$ cat src/rtl/input_port_pkg.sv
// Shared types and defaults for the switch/button input port.
// Holds the debounce FSM state type and the default tuning constants.
package input_port_pkg;

   typedef enum logic [1:0] {
      IDLE,
      PRESS_WAIT,
      PRESSED,
      RELEASE_WAIT
   } btn_state_t;

   // 10 ms of stable level at 100 MHz.
   localparam int DEBOUNCE_CYCLES_DEF = 1_000_000;
   localparam int SYNC_STAGES_DEF     = 2;
   localparam int BITS_DEF            = 8;

endpackage

$ cat src/rtl/bit_sync.sv
// Multi-flop synchroniser for asynchronous board inputs.
// Ports: clk, rst (async, active high), d (raw), q (synchronised).
module bit_sync #(
   parameter int WIDTH = 1,
   parameter int DEPTH = 2
) (
   input  logic             clk,
   input  logic             rst,
   input  logic [WIDTH-1:0] d,
   output logic [WIDTH-1:0] q
);

   // Fewer than two flops gives no metastability margin.
   localparam int D = (DEPTH < 2) ? 2 : DEPTH;

   logic [WIDTH-1:0] stg [D];

   always_ff @(posedge clk or posedge rst) begin
      if (rst) begin
         for (int i = 0; i < D; i++) begin
            stg[i] <= '0;
         end
      end else begin
         stg[0] <= d;
         for (int i = 1; i < D; i++) begin
            stg[i] <= stg[i-1];
         end
      end
   end

   assign q = stg[D-1];

endmodule

$ cat src/rtl/sw_input_port.sv
// Switch-word input port: sync, debounce button, capture on press.
// Ports: clk, rst, sw, btn, rd_en -> data_out, valid, overrun, btn_level.
module sw_input_port
   import input_port_pkg::*;
#(
   parameter int bits            = BITS_DEF,
   parameter int DEBOUNCE_CYCLES = DEBOUNCE_CYCLES_DEF,
   parameter int SYNC_STAGES     = SYNC_STAGES_DEF
) (
   input  logic            clk,
   input  logic            rst,
   input  logic [bits-1:0] sw,
   input  logic            btn,
   input  logic            rd_en,
   output logic [bits-1:0] data_out,
   output logic            valid,
   output logic            overrun,
   output logic            btn_level
);

   localparam int CW = $clog2(DEBOUNCE_CYCLES) + 1;
   localparam logic [CW-1:0] CNT_LAST = CW'(DEBOUNCE_CYCLES - 1);

   logic [bits-1:0] sw_s;
   logic            btn_s;

   btn_state_t      state;
   btn_state_t      state_d;
   logic [CW-1:0]   cnt;
   logic [CW-1:0]   cnt_d;
   logic            capture;

   bit_sync #(
      .WIDTH (bits),
      .DEPTH (SYNC_STAGES)
   ) u_sw_sync (
      .clk (clk),
      .rst (rst),
      .d   (sw),
      .q   (sw_s)
   );

   bit_sync #(
      .WIDTH (1),
      .DEPTH (SYNC_STAGES)
   ) u_btn_sync (
      .clk (clk),
      .rst (rst),
      .d   (btn),
      .q   (btn_s)
   );

   always_ff @(posedge clk or posedge rst) begin
      if (rst) begin
         state <= IDLE;
         cnt   <= '0;
      end else begin
         state <= state_d;
         cnt   <= cnt_d;
      end
   end

   // cnt is cleared on every wait-state entry, so it never wraps.
   always_comb begin
      state_d = state;
      cnt_d   = cnt;
      capture = 1'b0;
      unique case (state)
         IDLE: begin
            if (btn_s) begin
               state_d = PRESS_WAIT;
               cnt_d   = '0;
            end
         end
         PRESS_WAIT: begin
            if (!btn_s) begin
               state_d = IDLE;
            end else if (cnt == CNT_LAST) begin
               state_d = PRESSED;
               capture = 1'b1;
            end else begin
               cnt_d = cnt + 1'b1;
            end
         end
         PRESSED: begin
            if (!btn_s) begin
               state_d = RELEASE_WAIT;
               cnt_d   = '0;
            end
         end
         RELEASE_WAIT: begin
            if (btn_s) begin
               state_d = PRESSED;
            end else if (cnt == CNT_LAST) begin
               state_d = IDLE;
            end else begin
               cnt_d = cnt + 1'b1;
            end
         end
         default: begin
            state_d = IDLE;
         end
      endcase
   end

   // The level is high from the capture edge until release settles.
   assign btn_level = (state == PRESSED) ||
                      (state == RELEASE_WAIT);

   // A read in the capture cycle consumes the old word, so the
   // new one does not count as an overrun.
   always_ff @(posedge clk or posedge rst) begin
      if (rst) begin
         data_out <= '0;
         valid    <= 1'b0;
         overrun  <= 1'b0;
      end else if (capture) begin
         data_out <= sw_s;
         valid    <= 1'b1;
         overrun  <= rd_en ? 1'b0 : (overrun | valid);
      end else if (rd_en && valid) begin
         valid    <= 1'b0;
         overrun  <= 1'b0;
      end
   end

endmodule

$ cat config.mk
export PLATFORM = sky130hd
export DESIGN_NAME = sw_input_port
export DESIGN_NICKNAME = d
export VERILOG_FILES = /design/src/rtl/input_port_pkg.sv /design/src/rtl/bit_sync.sv /design/src/rtl/sw_input_port.sv
export SDC_FILE = /design/constraint.sdc
export NUM_CORES = 1
export LEC_CHECK = 0
export ABC_AREA = 1
export CORE_MARGIN = 8
export CORE_UTILIZATION = 39
export DETAILED_ROUTE_END_ITERATION = 7
export DONT_BUFFER_PORTS = 1
export GPL_ROUTABILITY_DRIVEN = 0
export SYNTH_ARGS = -nofsm -noshare
export SYNTH_HDL_FRONTEND = slang
export SYNTH_SLANG_ARGS = --single-unit
export TNS_END_PERCENT = 5
$ cat constraint.sdc
create_clock -name clk -period 3.3 [get_ports clk]
set_input_delay 0.165 -clock clk [delete_from_list [all_inputs] [get_ports clk]]
set_output_delay 0.165 -clock clk [all_outputs]
set_load 0.03 [all_outputs]
==> flow_summary_export.csv, run 1 <==
group,metric,value,unit
status,run_status,"complete, but fails checks",
status,failing_checks,"hold timing",
sta,tightest_slew,1.06,ns
die,die_area,9220,µm²
route,drt_pre_antenna_iters,4,
setup_path,crit_path_max_fanout,33,
synth,postSynthNetCount,335,
clock_tree,clock_sinks,51,
placed_design,hpwl,3870,µm
route,wl_met3,208,µm
synth,synth_top_cell_area_share,0.511,
cells_and_area,antenna-diode-count,0,
pwr,vdd_ir_drop_max,0.000231,V
pwr,p_leak,0.00125,µW
setup_path,worst_r2r_startpoint,"cnt[0]",
sta,setup-tns-final,0,ns
placed_design,numPortBuffers,0,
synth,synth.cell_area,2500,µm²
setup_path,critPathCaptureType,"register",
cells_and_area,layout-area-overhead-vs-synth,9.27,%
pwr,power.internal,810,µW
synth,synthesis.area_per_instance,7.76,µm²
sta,fmax,494,MHz
grt,grt_first_pass_wirelength,9390,µm
route,wire_length_per_cell,13.3,µm
die,core_region,6280,µm²
pwr,p_per_area,398,nW/µm²
clock_tree,clkTransAtPathRegs,0.10,ns
die,dieWidth,96.0,µm
sta,finalClockSkew,0.00878,ns
synth,yosysSeqAreaShare,0.511,
pwr,clkPwrFrac,0.350,
sta,min_period_over_period,0.614,
setup_path,timing.critical_path.slowest_stage_cell,"sky130_fd_sc_hd__dfrtp_1",
clock_tree,post_cts.repair.setup_buffers,0,
synth,netlist_instances,322,
cells_and_area,final_nets,344,
route,dr_total_vias,2023,
synth,yosys.area.top_type,"sky130_fd_sc_hd__dfrtp_1",
synth,number_of_enable_type_register_cells_in_the_synthesized_netlist,0,
grt,antenna_violations_before_repair,0,
route,drtAntennaViolNets,0,
synth,yosysUniqueCellTypes,26,
clock_tree,master_cell_of_the_clock_root_buffer,"sky130_fd_sc_hd__clkbuf_8",
pwr,power_switching,275,µW
die,floorplan.initialDensity,0.398,
sta,report.final.hold_viol_count,27,
grt,track_usage,0.131,
synth,synth-warning-count,0,
clock_tree,clock_insertion_delay_worst_skew,0.31,ns
grt,grt_overflow,0,
setup_path,worst-r2r-cell-count,8,
route,drc_errors,0,
clock_tree,numCtsBuffers,5,
setup_path,cp-start-kind,"register",
pwr,swShare,0.253,
setup_path,criticalPathCategory,"reg -> reg",
pwr,p_comb_frac,0.048,
sta,layout_min_cycle_time,2.03,ns
route,drt_first_iter_violations,143,
clock_tree,clock_tree.buffer_depth,2,
clock_tree,clock_tree.htree_level_count,2,
grt,grt_max_degree,52,
synth,synth_most_common_cell,"sky130_fd_sc_hd__nand2_1",
route,postRouteWirelength,5440,µm
route,maxUsedRoutingLayer,"met4",
cells_and_area,fill_cell_instance_count_of_the_final_layout,625,
pwr,seqPwrFrac,0.602,
synth,async_reset_ff_frac,1.00,
worst_hold_path,hp-class,"in -> async",
route,via_density,4.95,
grt,grt_pass1_vias,2029,
synth,ys_top_cells_by_area,"sky130_fd_sc_hd__dfrtp_1, sky130_fd_sc_hd__nand2_1, sky130_fd_sc_hd__nor2_1, sky130_fd_sc_hd__nand3_1, sky130_fd_sc_hd__inv_1",
sta,unrepaired_setup_endpoints_after_global_routing,"no",
setup_path,critPathRequiredTime,3.50,ns
placed_design,dp_worst_setup_slack,1.28,ns
sta,maxSlewViolCount,0,
sta,maxSlewHeadroom,0.294,
sta,hold-worst-slack,-0.0319,ns
die,total_i_o_pin_count,23,
synth,netlist_top_cells_count,"sky130_fd_sc_hd__nand2_1, sky130_fd_sc_hd__dfrtp_1, sky130_fd_sc_hd__nor2_1",
synth,ys_seq_elements,51,
setup_path,timing.rr.end,"cnt[8]",
cells_and_area,footprint_of_the_multi_input_gates,1050,µm²
flow_run,timing.max_cap.violations,0,
setup_path,crit_arrival,2.23,ns
synth,synth-main-ff-cell,"sky130_fd_sc_hd__dfrtp_1",
route,met1_length,2570,µm
die,die_y,96.0,µm
clock_tree,tritoncts,"yes",
cells_and_area,register_area,1280,µm²
setup_path,largest_stage_delay_on_the_critical_path,0.44,ns
die,fp-row-count,29,
cells_and_area,final_layout_size_suffix_gt1_frac,0.0723,
sta,setup_ws,1.27,ns
setup_path,crit_chain,"ha_1 > nand3_2 > nor2_4 > nand3_4 > nand2_4 > inv_2 > nand2_1 > o21ai_2",
route,wl_met2,2570,µm
setup_path,rrSetupSlack,1.27,ns
sta,setup_viol,0,
power groups by stage:
stage / Combinational, µW / Clock [µW] / Sequential [µW]
floorplan: 39.0 / 0 / 664
global placement: 44.0 / 0 / 665
detailed placement: 44.7 / 0 / 666
CTS: 53.5 / 391 / 654
global route: 59.7 / 410 / 656
finish: 52.0 / 380 / 654
placed cells by master (no fill, tap or decap):
master | synthesis | layout
sky130_fd_sc_hd__nand2_1 | 114 | 114
sky130_fd_sc_hd__dfrtp_1 | 51 | 51
sky130_fd_sc_hd__nor2_1 | 42 | 42
sky130_fd_sc_hd__nand3_1 | 28 | 28
sky130_fd_sc_hd__inv_1 | 26 | 25
sky130_fd_sc_hd__o21ai_0 | 14 | 14
sky130_fd_sc_hd__nand4_1 | 13 | 13
sky130_fd_sc_hd__dlygate4sd3_1 | 0 | 9
sky130_fd_sc_hd__inv_2 | 4 | 5
sky130_fd_sc_hd__clkbuf_8 | 0 | 5
sky130_fd_sc_hd__o21ai_1 | 4 | 4
sky130_fd_sc_hd__nor2_2 | 2 | 2
sky130_fd_sc_hd__nor2_4 | 2 | 2
sky130_fd_sc_hd__o21ai_2 | 2 | 2
sky130_fd_sc_hd__xor2_1 | 2 | 2
sky130_fd_sc_hd__nor3_1 | 2 | 2
sky130_fd_sc_hd__and2_1 | 2 | 2
sky130_fd_sc_hd__nand3_2 | 1 | 1
sky130_fd_sc_hd__nand3_4 | 1 | 1
sky130_fd_sc_hd__nand2_4 | 1 | 1
sky130_fd_sc_hd__nand3b_1 | 1 | 1
sky130_fd_sc_hd__or2_2 | 1 | 1
sky130_fd_sc_hd__ha_1 | 1 | 1
sky130_fd_sc_hd__clkinv_2 | 0 | 1
sky130_fd_sc_hd__clkinv_4 | 0 | 1
sky130_fd_sc_hd__inv_6 | 0 | 1
sky130_fd_sc_hd__buf_4 | 4 | 1
through the flow:
step	utilization	cells	total power, µW	cell area (µm²)
floorplan	-	322	703	2500
global placement	0.406	392	709	2550
detailed placement	0.406	392	711	2550
CTS	0.435	409	1100	2730
global route	0.435	409	1130	2730
finish	0.435	409	1090	2730
flip-flops by register name, indices dropped and copies added, names as in the netlist, named ones only:
signal          count
data_out            8
u_sw_sync.q         8
overrun             1
u_btn_sync.q        1
cnt                21
u_sw_sync.stg       8
u_btn_sync.stg      1
state               1
valid               1
cell families (layout without fill, tap and decap cells):
logic type | after synthesis | in the layout | synth area share
simple gates | 210 | 210 | 0.367
flops | 51 | 51 | 0.511
buf+inv | 38 | 48 | 0.0666
compound gates | 20 | 20 | 0.0431
xor+xnor | 2 | 2 | 0.00702
fa+ha+maj | 1 | 1 | 0.00501
layer usage:
metal  GRT usage  vias up
met5           0        -
met4      0.0525        0
met3      0.0351       10
met2       0.215       35
met1       0.159      945
li1            -     1033
final cells by class:
type                            count  area share
Clock inverter                      3     0.00825
Inverter                           30      0.0413
Multi-Input combinational cell    233       0.387
Clock buffer                        5      0.0252
Tap cell                           77      0.0353
Timing Repair Buffer               10      0.0358
Sequential cell                    51       0.468
worst max-delay path: cells and delay by family (launching register included):
family                   cells  cell delay (ns)
AO/OA/AOI/OAI                1             0.05
AND/OR/NAND/NOR              5             0.89
buffers and inverters        1             0.19
flip-flops                   1             0.44
adder cells (fa/ha/maj)      1             0.34
worst max-delay path by stage:
stage / start / endpoint / slack [ns] / cells past startpoint
floorplan: cnt[0] / cnt[8] / 1.70 / 10
global placement: cnt[0] / cnt[0] / 1.36 / 8
detailed placement: cnt[0] / cnt[8] / 1.28 / 8
CTS: cnt[0] / cnt[8] / 1.26 / 8
global route: cnt[0] / cnt[20] / 1.07 / 8
finish: cnt[0] / cnt[8] / 1.27 / 8
repair_timing:
action | 4_1_cts | 5_1_grt
endpoints found under the hold margin | 9 | 0
resized for setup | 0 | 0
hold buffers | 9 | 0
(Power assumes the default switching activity.)
==> run 2: changes to the inputs <==
==> constraint.sdc (replaced) <==
create_clock -name clk -period 2.1 [get_ports clk]
set_input_delay 0.105 -clock clk [delete_from_list [all_inputs] [get_ports clk]]
set_output_delay 0.105 -clock clk [all_outputs]
set_load 0.03 [all_outputs]
==> flow_summary_export.csv, run 2 (same netlist as run 1, synthesis figures left out) <==
group,metric,value,unit
status,run_status,"finished, final reports clean",
setup_path,crit_path_max_fanout,19,
setup_path,worst-r2r-cell-count,8,
pwr,p_comb_frac,0.054,
die,dieWidth,96.0,µm
cells_and_area,mostFrequentLayoutCells,"sky130_fd_sc_hd__nand2_1, sky130_fd_sc_hd__dfrtp_1, sky130_fd_sc_hd__nor2_1, sky130_fd_sc_hd__nand3_1, sky130_fd_sc_hd__inv_1",
sta,maxSlewHeadroom,0.751,
grt,grt_first_pass_wirelength,9800,µm
flow_run,timing.max_cap.violations,0,
die,core_region,6280,µm²
route,drtAntennaViolNets,0,
cells_and_area,layout-area-overhead-vs-synth,11.7,%
cells_and_area,fill_cell_instance_count_of_the_final_layout,618,
clock_tree,postCtsResizedCells,0,
sta,setup-tns-final,0,ns
pwr,power_switching,436,µW
setup_path,cp-start-kind,"register",
cells_and_area,most_common_cell_after_layout_fill_and_taps_aside,"sky130_fd_sc_hd__nand2_1",
die,floorplan.initialDensity,0.398,
pwr,power.total,1720,µW
placed_design,dp_worst_setup_slack,0.331,ns
route,dr_total_vias,2084,
worst_hold_path,hp-class,"in -> async",
setup_path,criticalPathCategory,"reg -> reg",
sta,layout_min_cycle_time,1.77,ns
sta,maxSlewViolCount,0,
placed_design,hpwl,4160,µm
clock_tree,numCtsBuffers,5,
sta,min_period_over_period,0.842,
setup_path,worst_path_dominant_cell_family,"simple AND/OR/NAND/NOR gates",
die,die_y,96.0,µm
setup_path,worst-path-buf-inv,1,
pwr,p_per_area,617,nW/µm²
route,postRouteWirelength,5670,µm
route,drt_pre_antenna_iters,4,
sta,unrepaired_setup_endpoints_after_global_routing,"no",
cells_and_area,final_layout_size_suffix_gt1_frac,0.0855,
pwr,power.internal,1280,µW
setup_path,crit_arrival,1.97,ns
clock_tree,clock_tree.htree_level_count,2,
setup_path,largest_stage_delay_on_the_critical_path,0.44,ns
clock_tree,clkTransAtPathRegs,0.10,ns
pwr,vdd_ir_drop_max,0.000441,V
clock_tree,clock_sinks,51,
clock_tree,clock_insertion_delay_worst_skew,0.31,ns
sta,fmax,566,MHz
clock_tree,master_cell_of_the_clock_root_buffer,"sky130_fd_sc_hd__clkbuf_8",
sta,report.final.hold_viol_count,0,
grt,grt_pass1_vias,2083,
cells_and_area,footprint_of_the_multi_input_gates,1050,µm²
cells_and_area,register_area,1280,µm²
clock_tree,clock_tree.buffer_depth,2,
sta,finalClockSkew,0.00642,ns
setup_path,timing.critical_path.slowest_stage_cell,"sky130_fd_sc_hd__dfrtp_1",
pwr,clkPwrFrac,0.349,
sta,tightest_slew,0.374,ns
route,wire_length_per_cell,13.6,µm
setup_path,critPathCaptureType,"register",
pwr,p_leak,0.00128,µW
pwr,seqPwrFrac,0.597,
clock_tree,post_cts.repair.setup_buffers,0,
die,die_area,9220,µm²
die,fp-row-count,29,
placed_design,numPortBuffers,0,
setup_path,crit_chain,"ha_1 > nand3_2 > nor2_4 > nand3_4 > nand2_4 > inv_2 > nand3_1 > o21ai_2",
grt,grt_overflow,0,
pwr,swShare,0.253,
cells_and_area,antenna-diode-count,0,
grt,grt_max_degree,23,
grt,track_usage,0.137,
route,drc_errors,0,
sta,setup_ws,0.332,ns
setup_path,crit_path_depth,8,
grt,antenna_violations_before_repair,0,
cells_and_area,largest_register_ffs,21,
cells_and_area,largest-register,"cnt",
cells_and_area,layout.core_utilization,0.444,
setup_path,critPathRequiredTime,2.30,ns
die,total_i_o_pin_count,23,
cells_and_area,final_nets,351,
clock_tree,tritoncts,"yes",
route,drt_first_iter_violations,143,
sta,setup_viol,0,
route,via_density,5.01,
==> run 2: what timing repair did <==
item	CTS	global route
hold buffers	11	0
endpoints found under the setup margin	0	0
hold endpoints to repair	26	0
==> run 2: final cells by class <==
class,instances,share of cell area
Inverter,30,0.0404
Clock inverter,3,0.00897
Clock buffer,5,0.0247
Tap cell,77,0.0345
Timing Repair Buffer,17,0.0556
Multi-Input combinational cell,233,0.378
Sequential cell,51,0.458
==> run 2: power by group through the flow <==
stage | registers, µW | clock network (µW) | logic (µW)
2_1_floorplan | 1040 | 0 | 61.3
3_3_place_gp | 1050 | 0 | 77.0
3_5_place_dp | 1050 | 0 | 78.0
4_1_cts | 1030 | 624 | 95.2
5_1_grt | 1030 | 658 | 107
6_report | 1030 | 600 | 92.5
==> run 2: path summary, 6_finish.rpt <==
path,to,slack [ns],startpoint
max,cnt[0],0.33,cnt[0]
min,cnt[3],0.22,rst
max reg2reg,cnt[0],0.33,cnt[0]
min reg2reg,u_sw_sync.q[6],0.36,u_sw_sync.stg[14]
max in group asynchronous,u_sw_sync.stg[15],1.28,rst
min in group clk,u_sw_sync.stg[11],0.34,sw[3]
==> run 2: layer usage <==
metal	up-vias	share of wire	track usage
met4	0	0.024	0.0602
li1	1047	-	-
met3	12	0.043	0.0320
met1	983	0.46	0.168
met5	-	0	0
met2	42	0.48	0.224
==> run 2: stage by stage <==
| stage | instance area, µm² | hold WS, ns | instances |
|---|---|---|---|
| global route | 2790 | 0.232 | 416 |
| CTS | 2790 | 0.224 | 416 |
| finish | 2790 | 0.216 | 416 |
| detailed placement | 2580 | 0.00178 | 397 |
| global placement | 2580 | -0.0104 | 397 |
| floorplan | 2500 | 0.136 | 322 |
==> run 3: changes to the inputs <==
--- a/config.mk
+++ b/config.mk
@@ -5,7 +5,7 @@
 export SDC_FILE = /design/constraint.sdc
 export NUM_CORES = 1
 export LEC_CHECK = 0
-export ABC_AREA = 1
+export ABC_AREA = 0
 export CORE_MARGIN = 8
 export CORE_UTILIZATION = 39
 export DETAILED_ROUTE_END_ITERATION = 7
==> constraint.sdc (replaced) <==
create_clock -name clk -period 1.55 [get_ports clk]
set_input_delay 0.0775 -clock clk [delete_from_list [all_inputs] [get_ports clk]]
set_output_delay 0.0775 -clock clk [all_outputs]
set_load 0.03 [all_outputs]
==> flow_summary_export.csv, run 3 <==
group,metric,value,unit
status,failing_checks,"setup timing",
synth,ys_seq_elements,51,
clock_tree,tritoncts,"yes",
placed_design,numPortBuffers,0,
synth,synth_mux_area_frac,0.0803,
cells_and_area,mostFrequentLayoutCells,"sky130_fd_sc_hd__dfrtp_1, sky130_fd_sc_hd__buf_4, sky130_fd_sc_hd__nand2_1, sky130_fd_sc_hd__dlygate4sd3_1",
placed_design,hpwl,3280,µm
clock_tree,clock_insertion_delay_worst_skew,0.31,ns
sta,min_period_over_period,1.23,
synth,netlist_top_cells_count,"sky130_fd_sc_hd__dfrtp_1, sky130_fd_sc_hd__nand2_1, sky130_fd_sc_hd__a21oi_1",
grt,antenna_violations_before_repair,0,
route,wire_length_per_cell,14.9,µm
grt,grt_pass1_vias,1713,
route,maxUsedRoutingLayer,"met4",
die,dieWidth,90.8,µm
synth,yosysSeqAreaShare,0.585,
sta,report.final.hold_viol_count,0,
cells_and_area,largest-register,"cnt",
synth,synth_most_common_cell,"sky130_fd_sc_hd__dfrtp_1",
pwr,p_leak,0.00134,µW
synth,postSynthNetCount,203,
sta,setup_ws,-0.360,ns
synth,post_synth_simple_gate_area,0.199,
route,postRouteWirelength,4850,µm
cells_and_area,layout-area-overhead-vs-synth,39.5,%
sta,maxSlewHeadroom,0.704,
sta,setup_viol,32,
cells_and_area,most_common_cell_after_layout_fill_and_taps_aside,"sky130_fd_sc_hd__dfrtp_1",
setup_path,critPathCaptureType,"register",
synth,synthesized_area_fraction_occupied_by_ao_oa_aoi_and_oai_cells,0.0998,
cells_and_area,largest_register_ffs,21,
sta,layout_min_cycle_time,1.91,ns
route,met1_length,2210,µm
clock_tree,clock_tree.htree_level_count,2,
die,fp-row-count,27,
setup_path,worst-r2r-cell-count,5,
synth,ys_top_cells_by_area,"sky130_fd_sc_hd__dfrtp_1, sky130_fd_sc_hd__mux2_2, sky130_fd_sc_hd__a21oi_1, sky130_fd_sc_hd__nand2_1, sky130_fd_sc_hd__or4_1",
synth,synth_top_cell_area_share,0.585,
synth,netlist_instances,190,
grt,grt_first_pass_wirelength,8360,µm
die,total_i_o_pin_count,23,
cells_and_area,antenna-diode-count,0,
synth,number_of_enable_type_register_cells_in_the_synthesized_netlist,0,
setup_path,critPathRequiredTime,1.80,ns
setup_path,crit_arrival,2.16,ns
placed_design,dp_worst_setup_slack,-0.483,ns
flow_run,timing.max_cap.violations,0,
pwr,p_per_area,771,nW/µm²
route,drt_first_iter_violations,86,
clock_tree,clock_sinks,51,
synth,async_reset_ff_frac,1.00,
sta,tightest_slew,0.443,ns
sta,finalClockSkew,0.00553,ns
route,drtAntennaViolNets,0,
route,wl_met2,2360,µm
clock_tree,clock_tree.buffer_depth,2,
cells_and_area,final_nets,265,
grt,grt_max_degree,52,
setup_path,criticalPathCategory,"reg -> reg",
synth,xor_xnor_portion_of_the_synthesized_cell_area,0.0120,
synth,synth-warning-count,0,
die,core_region,5440,µm²
synth,yosys.area.top_type,"sky130_fd_sc_hd__dfrtp_1",
placed_design,post-place-cells,302,
route,wl_met3,199,µm
synth,dominant_combinational_cell_family_by_area_after_synthesis,"simple AND/OR/NAND/NOR gates",
status,run_status,"complete, but fails checks",
synth,synth.cell_area,2180,µm²
setup_path,crit_path_max_fanout,6,
cells_and_area,fill_cell_instance_count_of_the_final_layout,452,
sta,unrepaired_setup_endpoints_after_global_routing,"yes",
pwr,vdd_ir_drop_max,0.000583,V
route,drc_errors,0,
synth,synthesis.area_per_instance,11.5,µm²
setup_path,cp-start-kind,"register",
grt,grt_overflow,0,
route,dr_total_vias,1698,
grt,track_usage,0.124,
setup_path,worst_r2r_startpoint,"cnt[0]",
synth,synth-main-ff-cell,"sky130_fd_sc_hd__dfrtp_1",
cells_and_area,final_layout_size_suffix_gt1_frac,0.372,
setup_path,rrSetupSlack,-0.36,ns
placed_design,instance_area_after_placement,2630,µm²
clock_tree,master_cell_of_the_clock_root_buffer,"sky130_fd_sc_hd__clkbuf_8",
clock_tree,numCtsBuffers,5,
sta,fmax,524,MHz
die,die_y,90.8,µm
setup_path,timing.rr.end,"cnt[18]",
die,die_area,8240,µm²
synth,synth_fa_ha_area_frac,0.00574,
sta,maxSlewViolCount,0,
worst_hold_path,hp-class,"in -> async",
cells_and_area,fin_cells,325,
route,via_density,5.22,
route,drt_pre_antenna_iters,4,
synth,yosysUniqueCellTypes,37,
cells_and_area,stdcell_area,3040,µm²
die,floorplan.initialDensity,0.401,
clock_tree,clkTransAtPathRegs,0.10,ns
[run 3: how the worst max path moves through the flow]
stage,startpoint,end,slack [ns],depth (start not counted)
floorplan,cnt[0],cnt[18],-0.47,6
global placement,cnt[13],data_out[7],-0.47,6
detailed placement,cnt[1],cnt[18],-0.48,5
CTS,cnt[1],cnt[18],-0.37,5
global route,cnt[0],cnt[18],-0.42,5
finish,cnt[0],cnt[18],-0.36,5
[run 3: cell type report]
class / instances / area, µm² / area share
Sequential cell: 51 / 1280 / 0.419
Multi-Input combinational cell: 129 / 1020 / 0.336
Timing Repair Buffer: 61 / 544 / 0.179
Tap cell: 72 / 90.1 / 0.0296
Clock buffer: 5 / 68.8 / 0.0226
Clock inverter: 3 / 25.0 / 0.00822
Inverter: 4 / 15.0 / 0.00493
[run 3: repair_timing]
action | CTS | global route
setup buffers | 0 | 4
hold endpoints to repair | 62 | 0
hold buffers | 11 | 0
setup endpoints to repair | 32 | 33
pin swaps | 7 | 13
gates resized for setup | 23 | 14
[run 3: layer usage]
layer  vias up  global-route usage
met5         -                   0
met4         0              0.0559
met3         6              0.0366
met2        30               0.196
met1       836               0.153
li1        826                   -
[run 3: cell families (layout without fill, tap and decap cells)]
| family | count (synthesis) | after routing |
|---|---|---|
| multiplexers | 16 | 16 |
| AND/OR/NAND/NOR | 75 | 75 |
| flip-flops | 51 | 51 |
| adder cells (fa/ha/maj) | 1 | 1 |
| AO/OA/AOI/OAI | 34 | 34 |
| buffers and inverters | 10 | 73 |
| XOR/XNOR | 3 | 3 |
[run 3: power by group]
group	leakage, µW	switching (µW)	total [µW]	internal [µW]
sequential	0.000661	17.9	1380	1360
combinational	0.000634	85.1	159	73.7
clock	0.0000452	474	804	330
[run 3: worst max-delay path: stages, from the launching register on]
cell,delay [ns]
sky130_fd_sc_hd__dfrtp_1,0.40
sky130_fd_sc_hd__ha_4,0.17
sky130_fd_sc_hd__nand3_4,0.07
sky130_fd_sc_hd__or4b_4,0.58
sky130_fd_sc_hd__or4_4,0.50
sky130_fd_sc_hd__a21oi_2,0.12
[run 3: stage by stage]
step	total power [µW]	utilization	TNS, ns	hold WS (ns)
2_1_floorplan	1470	-	-8.93	0.109
3_5_place_dp	1530	0.484	-9.98	0.0314
6_report	2350	0.559	-7.40	0.259
5_1_grt	2450	0.559	-9.43	0.293
3_3_place_gp	1520	0.484	-9.58	0.0328
4_1_cts	2360	0.543	-7.30	0.268
